$ cat config.mk
export PLATFORM = sky130hd
export DESIGN_NAME = mux_rr_arbiter_flat
export DESIGN_NICKNAME = d
export VERILOG_FILES = /design/src/rtl/mux_rr_arbiter_if.sv /design/src/rtl/mux_rr_arbiter.sv /design/src/flat_wrapper.sv
export SDC_FILE = /design/constraint.sdc
export NUM_CORES = 1
export LEC_CHECK = 0
export BUFFER_PORTS_ARGS = -buffer_cell sky130_fd_sc_hd__buf_2
export CORE_ASPECT_RATIO = 0.8
export CORE_MARGIN = 2
export CORE_UTILIZATION = 39
export DETAILED_ROUTE_END_ITERATION = 12
export PLACE_DENSITY = 0.66
export SYNTH_ARGS = -nofsm -noshare
export SYNTH_HDL_FRONTEND = slang
export SYNTH_SLANG_ARGS = --single-unit
$ cat constraint.sdc
create_clock -name clk -period 2.4 [get_ports clk]
set_input_delay 0 -clock clk [delete_from_list [all_inputs] [get_ports clk]]
set_output_delay 0 -clock clk [all_outputs]
set_load 0.02 [all_outputs]
$ cat src/rtl/mux_rr_arbiter_if.sv
// Bundle between four packet requesters, the round-robin arbiter and the
// downstream beat consumer.
interface mux_rr_arbiter_if #(
  parameter int WIDTH = 8
);
  logic [3:0]       req;
  logic [WIDTH-1:0] din0;
  logic [WIDTH-1:0] din1;
  logic [WIDTH-1:0] din2;
  logic [WIDTH-1:0] din3;
  logic [3:0]       last;
  logic [3:0]       gnt;
  logic [1:0]       sel;
  logic [3:0]       take;
  logic [WIDTH-1:0] dout;
  logic             dout_last;
  logic             dout_valid;
  logic             dout_ready;
  logic             busy;
  logic             timeout;

  modport master (
    output req, din0, din1, din2, din3, last, dout_ready,
    input  gnt, sel, take, dout, dout_last, dout_valid, busy, timeout
  );

  modport slave (
    input  req, din0, din1, din2, din3, last, dout_ready,
    output gnt, sel, take, dout, dout_last, dout_valid, busy, timeout
  );
endinterface

$ cat src/rtl/mux_rr_arbiter.sv
// Four-way round-robin packet arbiter: locks onto one requester until its
// last beat (or a stall timeout) and forwards beats through a one-deep register.
module mux_rr_arbiter #(
  parameter int WIDTH   = 8,
  parameter int TIMEOUT = 16
) (
  input  logic            clk,
  input  logic            rst_n,
  mux_rr_arbiter_if.slave bus
);

  localparam logic [0:0] ST_IDLE = 1'b0;
  localparam logic [0:0] ST_LOCK = 1'b1;
  localparam bit         TO_EN   = (TIMEOUT != 0);
  localparam logic [7:0] TO_LIM  = 8'(TIMEOUT - 1);

  logic [0:0]       state_r;
  logic [1:0]       ptr_r;
  logic [1:0]       sel_r;
  logic [3:0]       gnt_r;
  logic [7:0]       stall_cnt_r;
  logic [WIDTH-1:0] dout_r;
  logic             dout_last_r;
  logic             dout_valid_r;
  logic             timeout_r;

  logic [7:0]       req_dbl_s;
  logic [3:0]       rot_s;
  logic [1:0]       off_s;
  logic [1:0]       win_s;
  logic             busy_s;
  logic [3:0]       take_s;
  logic             take_any_s;
  logic [WIDTH-1:0] din_mux_s;
  logic             last_mux_s;
  logic             to_hit_s;

  // Round-robin winner: rotate requests so ptr sits at bit 0, then priority-encode.
  always_comb begin
    req_dbl_s = {bus.req, bus.req} >> ptr_r;
    rot_s     = req_dbl_s[3:0];
    if (rot_s[0]) begin
      off_s = 2'd0;
    end else if (rot_s[1]) begin
      off_s = 2'd1;
    end else if (rot_s[2]) begin
      off_s = 2'd2;
    end else begin
      off_s = 2'd3;
    end
    win_s = ptr_r + off_s;
  end

  // Beat accept and source select; gating with rst_n keeps take/busy low during reset.
  always_comb begin
    busy_s     = rst_n & (state_r == ST_LOCK);
    take_s     = 4'b0000;
    if (busy_s && (!dout_valid_r || bus.dout_ready)) begin
      take_s = gnt_r & bus.req;
    end else begin
      take_s = 4'b0000;
    end
    take_any_s = |take_s;
    case (sel_r)
      2'd0:    begin din_mux_s = bus.din0; last_mux_s = bus.last[0]; end
      2'd1:    begin din_mux_s = bus.din1; last_mux_s = bus.last[1]; end
      2'd2:    begin din_mux_s = bus.din2; last_mux_s = bus.last[2]; end
      2'd3:    begin din_mux_s = bus.din3; last_mux_s = bus.last[3]; end
      default: begin din_mux_s = bus.din0; last_mux_s = bus.last[0]; end
    endcase
    to_hit_s = TO_EN && busy_s && !take_any_s && (stall_cnt_r == TO_LIM);
  end

  // Arbitration FSM, grant/select registers, stall counter and timeout pulse.
  always_ff @(posedge clk or negedge rst_n) begin
    if (!rst_n) begin
      state_r     <= ST_IDLE;
      ptr_r       <= 2'd0;
      sel_r       <= 2'd0;
      gnt_r       <= 4'b0000;
      stall_cnt_r <= 8'd0;
      timeout_r   <= 1'b0;
    end else begin
      timeout_r <= 1'b0;
      case (state_r)
        ST_IDLE: begin
          if (|bus.req) begin
            state_r     <= ST_LOCK;
            gnt_r       <= 4'b0001 << win_s;
            sel_r       <= win_s;
            stall_cnt_r <= 8'd0;
          end
        end
        ST_LOCK: begin
          if (take_any_s && last_mux_s) begin
            state_r     <= ST_IDLE;
            gnt_r       <= 4'b0000;
            ptr_r       <= sel_r + 2'd1;
            stall_cnt_r <= 8'd0;
          end else if (to_hit_s) begin
            state_r     <= ST_IDLE;
            gnt_r       <= 4'b0000;
            ptr_r       <= sel_r + 2'd1;
            stall_cnt_r <= 8'd0;
            timeout_r   <= 1'b1;
          end else if (take_any_s) begin
            stall_cnt_r <= 8'd0;
          end else if (stall_cnt_r != 8'hFF) begin
            stall_cnt_r <= stall_cnt_r + 8'd1;
          end
        end
        default: begin
          state_r <= ST_IDLE;
          gnt_r   <= 4'b0000;
        end
      endcase
    end
  end

  // Output beat register: a take always wins over draining the held beat.
  always_ff @(posedge clk or negedge rst_n) begin
    if (!rst_n) begin
      dout_r       <= '0;
      dout_last_r  <= 1'b0;
      dout_valid_r <= 1'b0;
    end else if (take_any_s) begin
      dout_r       <= din_mux_s;
      dout_last_r  <= last_mux_s;
      dout_valid_r <= 1'b1;
    end else if (dout_valid_r && bus.dout_ready) begin
      dout_valid_r <= 1'b0;
    end
  end

  assign bus.gnt        = gnt_r;
  assign bus.sel        = sel_r;
  assign bus.take       = take_s;
  assign bus.dout       = dout_r;
  assign bus.dout_last  = dout_last_r;
  assign bus.dout_valid = dout_valid_r;
  assign bus.busy       = busy_s;
  assign bus.timeout    = timeout_r;

endmodule

$ cat src/flat_wrapper.sv
// flat-port wrapper written by rule: the top's interface ports become plain ports
module mux_rr_arbiter_flat 
#(
  parameter int WIDTH   = 8,
  parameter int TIMEOUT = 16
)
  (clk, rst_n, bus_req, bus_din0, bus_din1, bus_din2, bus_din3, bus_last, bus_dout_ready, bus_gnt, bus_sel, bus_take, bus_dout, bus_dout_last, bus_dout_valid, bus_busy, bus_timeout);
  mux_rr_arbiter_if #(.WIDTH(WIDTH)) bus_i ();
  input  logic clk;
  input  logic rst_n;
  input wire logic [$bits(bus_i.req)-1:0] bus_req;
  input wire logic [$bits(bus_i.din0)-1:0] bus_din0;
  input wire logic [$bits(bus_i.din1)-1:0] bus_din1;
  input wire logic [$bits(bus_i.din2)-1:0] bus_din2;
  input wire logic [$bits(bus_i.din3)-1:0] bus_din3;
  input wire logic [$bits(bus_i.last)-1:0] bus_last;
  input wire logic [$bits(bus_i.dout_ready)-1:0] bus_dout_ready;
  output wire logic [$bits(bus_i.gnt)-1:0] bus_gnt;
  output wire logic [$bits(bus_i.sel)-1:0] bus_sel;
  output wire logic [$bits(bus_i.take)-1:0] bus_take;
  output wire logic [$bits(bus_i.dout)-1:0] bus_dout;
  output wire logic [$bits(bus_i.dout_last)-1:0] bus_dout_last;
  output wire logic [$bits(bus_i.dout_valid)-1:0] bus_dout_valid;
  output wire logic [$bits(bus_i.busy)-1:0] bus_busy;
  output wire logic [$bits(bus_i.timeout)-1:0] bus_timeout;
  assign bus_i.req = bus_req;
  assign bus_i.din0 = bus_din0;
  assign bus_i.din1 = bus_din1;
  assign bus_i.din2 = bus_din2;
  assign bus_i.din3 = bus_din3;
  assign bus_i.last = bus_last;
  assign bus_i.dout_ready = bus_dout_ready;
  assign bus_gnt = bus_i.gnt;
  assign bus_sel = bus_i.sel;
  assign bus_take = bus_i.take;
  assign bus_dout = bus_i.dout;
  assign bus_dout_last = bus_i.dout_last;
  assign bus_dout_valid = bus_i.dout_valid;
  assign bus_busy = bus_i.busy;
  assign bus_timeout = bus_i.timeout;
  mux_rr_arbiter #(.WIDTH(WIDTH), .TIMEOUT(TIMEOUT)) u_core (.clk(clk), .rst_n(rst_n), .bus(bus_i));
endmodule
==> flow_summary.json <==
{
  "cpLargestDelayFamily": "multiplexers",
  "die_h_um": 62.8,
  "p_int_uw": 1360,
  "hold_class": "input port to register",
  "ys_seq_area_share_pct": 41.6,
  "power.density_mw_per_mm2": 1110,
  "grtUsageMet3_pct": 4.77,
  "core_mm2": 0.00418,
  "busiest_layer": "met1",
  "routed_wirelength_mm": 4.08,
  "rsz0062_at_grt": "no",
  "peakVddDrop_mv": 0.623,
  "utilization_pct": 51.3,
  "tightest_slew_ps": 649,
  "switching_share_pct": 43.1,
  "viasPerCell": 5.25,
  "antenna_found_initial": 0,
  "ios": 65,
  "cts_tree": "done",
  "syn_nets": 238,
  "min_period_ps": 2180,
  "crit_path_end_kind": "register",
  "grtUsageMet1_pct": 26.6,
  "finalSetupViolCount": 0,
  "pwr-share-seq_pct": 33.4,
  "crit_type": "register to register",
  "start_util_pct": 40.3,
  "clockBufferDepth": 2,
  "synth.ff_latch_count": 28,
  "startpoint_type": "register",
  "synth_area_mm2": 0.00168,
  "yosysUniqueCellTypes": 45,
  "place_ws_ps": 266,
  "drive_above_1_share_pct": 33.7,
  "port_buffers": 64,
  "post-cts-setup-buffer-count": 0,
  "post_drt_wl_per_cell_um": 13.2,
  "final_antenna_net_count": 0,
  "cp.buffers_inverters": 1,
  "setup_tns_ps": 0,
  "synthFlopType": "dfrtp_1",
  "cts_buffers": 3,
  "fin_area_mm2": 0.00214,
  "power.switching_uw": 1030,
  "worst_clock_skew_ps": 7.03,
  "status": "finished clean",
  "yosysWarningCount": 0,
  "cp_slowest_cell": "dfrtp_1",
  "die_width_um": 77.4,
  "worstSkewPairLatency_ps": 280,
  "required_ps": 2580,
  "area_growth_pct": 27.3,
  "syn-instance-count": 189,
  "vias": 1623,
  "worstPathArrival_ps": 2360,
  "max-slew-margin-rel_pct": 56.8,
  "p_leak_uw": 0.00106,
  "grt_pass1_vias": 1465,
  "grt_util_met2_pct": 25.7,
  "die_area_mm2": 0.00486,
  "path_cells": "inv_1, ha_1, a222oi_1, o21ai_0, mux2i_4, mux2_2",
  "rows": 21,
  "setup_slack_ps": 220,
  "syn_area_per_cell_um2": 8.90,
  "clk_pin_slew_ps": 100,
  "max_freq_ghz": 0.459,
  "hpwl_mm": 3.14,
  "gp_congestion": 0.811,
  "dpl_cell_area_mm2": 0.00204,
  "root_buffer": "clkbuf_8",
  "drt_iter0_drc": 99,
  "grt_pass1_wl_mm": 6.97,
  "pwr-share-clk_pct": 15.8,
  "power_frac_comb_pct": 50.8,
  "nets": 302,
  "hold_viol": 0,
  "grt.total_usage_pct": 17.9,
  "htreeDepth": 1,
  "dr.pass1.iters": 4,
  "maxCapViolations": 0,
  "drc": 0,
  "grt_overflow": 0,
  "synth-async-reset-ratio_pct": 100,
  "slowest_delay_ps": 410,
  "grt_max_degree": 29,
  "drv_slew": 0,
  "post-route-period-util_pct": 90.8,
  "antennaDiodeCount": 0,
  "synth_enable_flop_cells": 0,
  "clock-sinks": 28,
  "path_max_fanout": 9
}
## layer usage
layer	wire length [um]	vias to the layer above
met1	2090	752
met4	30	0
li1	-	819
met3	251	2
met2	1720	50
met5	0	-
## tightest hold or removal path, cell delays in order
cell,delay (ps)
buf_2,80
a21oi_1,50
o21ai_0,120
## layout make-up
cell class              instances  area (um2)
clock buffers                   3        41.3
fillers                       394        2040
well taps                      57        71.3
flip-flops and latches         28         701
inverters                       6        22.5
repair buffers                 71         380
clock inverters                 1        30.0
multi-input cells             143         896
## Yosys cell counts, drive strengths merged, types with 2 or more instances
library cell  instances  area [um2]
a21oi                15        75.1
a222oi                9        90.1
a32o                  2        20.0
and3                  4        26.3
buf                   5        36.3
clkbuf                7        27.5
dfrtp                28         701
ha                    6        75.1
inv                   6        22.5
mux2                  3        33.8
mux2i                 2        32.5
nand2                30         113
nand3                 8        40.0
nor2                 19        71.3
nor4                  2        12.5
o21ai                17        85.1
o22ai                 2        12.5
o31ai                 2        15.0
or4                   2        18.8
xor2                  2        17.5
## logic make-up after synthesis
family / Yosys count / share of synthesized area, %
compound gates: 55 / 21.8
buf+inv: 18 / 5.13
simple gates: 75 / 22.0
fa+ha+maj: 6 / 4.46
flops: 28 / 41.6
xor+xnor: 2 / 1.04
mux: 5 / 3.94
## cells in the final DEF (no fill, tap or decap), types with 2 or more instances in the layout
cell	instances
a32o_1	2
nor2_1	19
mux2_2	3
clkbuf_8	3
nor4_1	2
xor2_1	2
a21oi_1	15
dlygate4sd3_1	3
o21ai_0	16
and3_1	3
nand2_1	30
o22ai_1	2
o31ai_1	2
buf_2	64
nand3_1	8
ha_1	6
a222oi_1	9
inv_1	6
dfrtp_1	28
buf_4	4
## sequential cells by signal, summed over array words and instances (netlist names)
name and flops:
u_core.bus.dout 8, u_core.bus.dout_last 1, u_core.bus.dout_valid 1, u_core.bus.gnt 4, u_core.bus.sel 2, u_core.bus.timeout 1, u_core.ptr_r 2, u_core.stall_cnt_r 8
u_core.state_r 1
## through the flow
stage	total power, uW	instances	hold WS [ps]
after floorplan	1680	189	-296
after global routing	2600	309	17.5
after detailed placement	2010	302	53.5
after global placement	2000	302	60.3
after CTS	2400	308	5.17
final	2380	309	5.69
## worst paths after layout
path	start	end	slack, ps	cells past startpoint
setup / recovery	u_core.bus.sel[0]	u_core.ptr_r[0]	220	6
hold / removal	bus_din0[5]	u_core.bus.dout[5]	6	3
setup reg to reg	u_core.bus.sel[0]	u_core.ptr_r[0]	220	6
hold reg to reg	u_core.bus.dout_last	u_core.bus.dout_last	480	2
max in group asynchronous	rst_n	u_core.stall_cnt_r[5]	1870	3
min in group asynchronous	rst_n	u_core.bus.gnt[0]	260	3
## power groups by stage
stage	clock network, uW	logic, uW	registers [uW]
after detailed placement	0	1210	801
after global placement	0	1200	801
after global routing	410	1360	828
after CTS	384	1220	795
after floorplan	0	781	900
final	377	1210	795
## repair_timing
action | in CTS | in global routing
hold buffers | 2 | 1
resized for setup | 0 | 0
hold endpoints to repair | 29 | 1
Note: power is estimated with default switching activity, not from simulation.
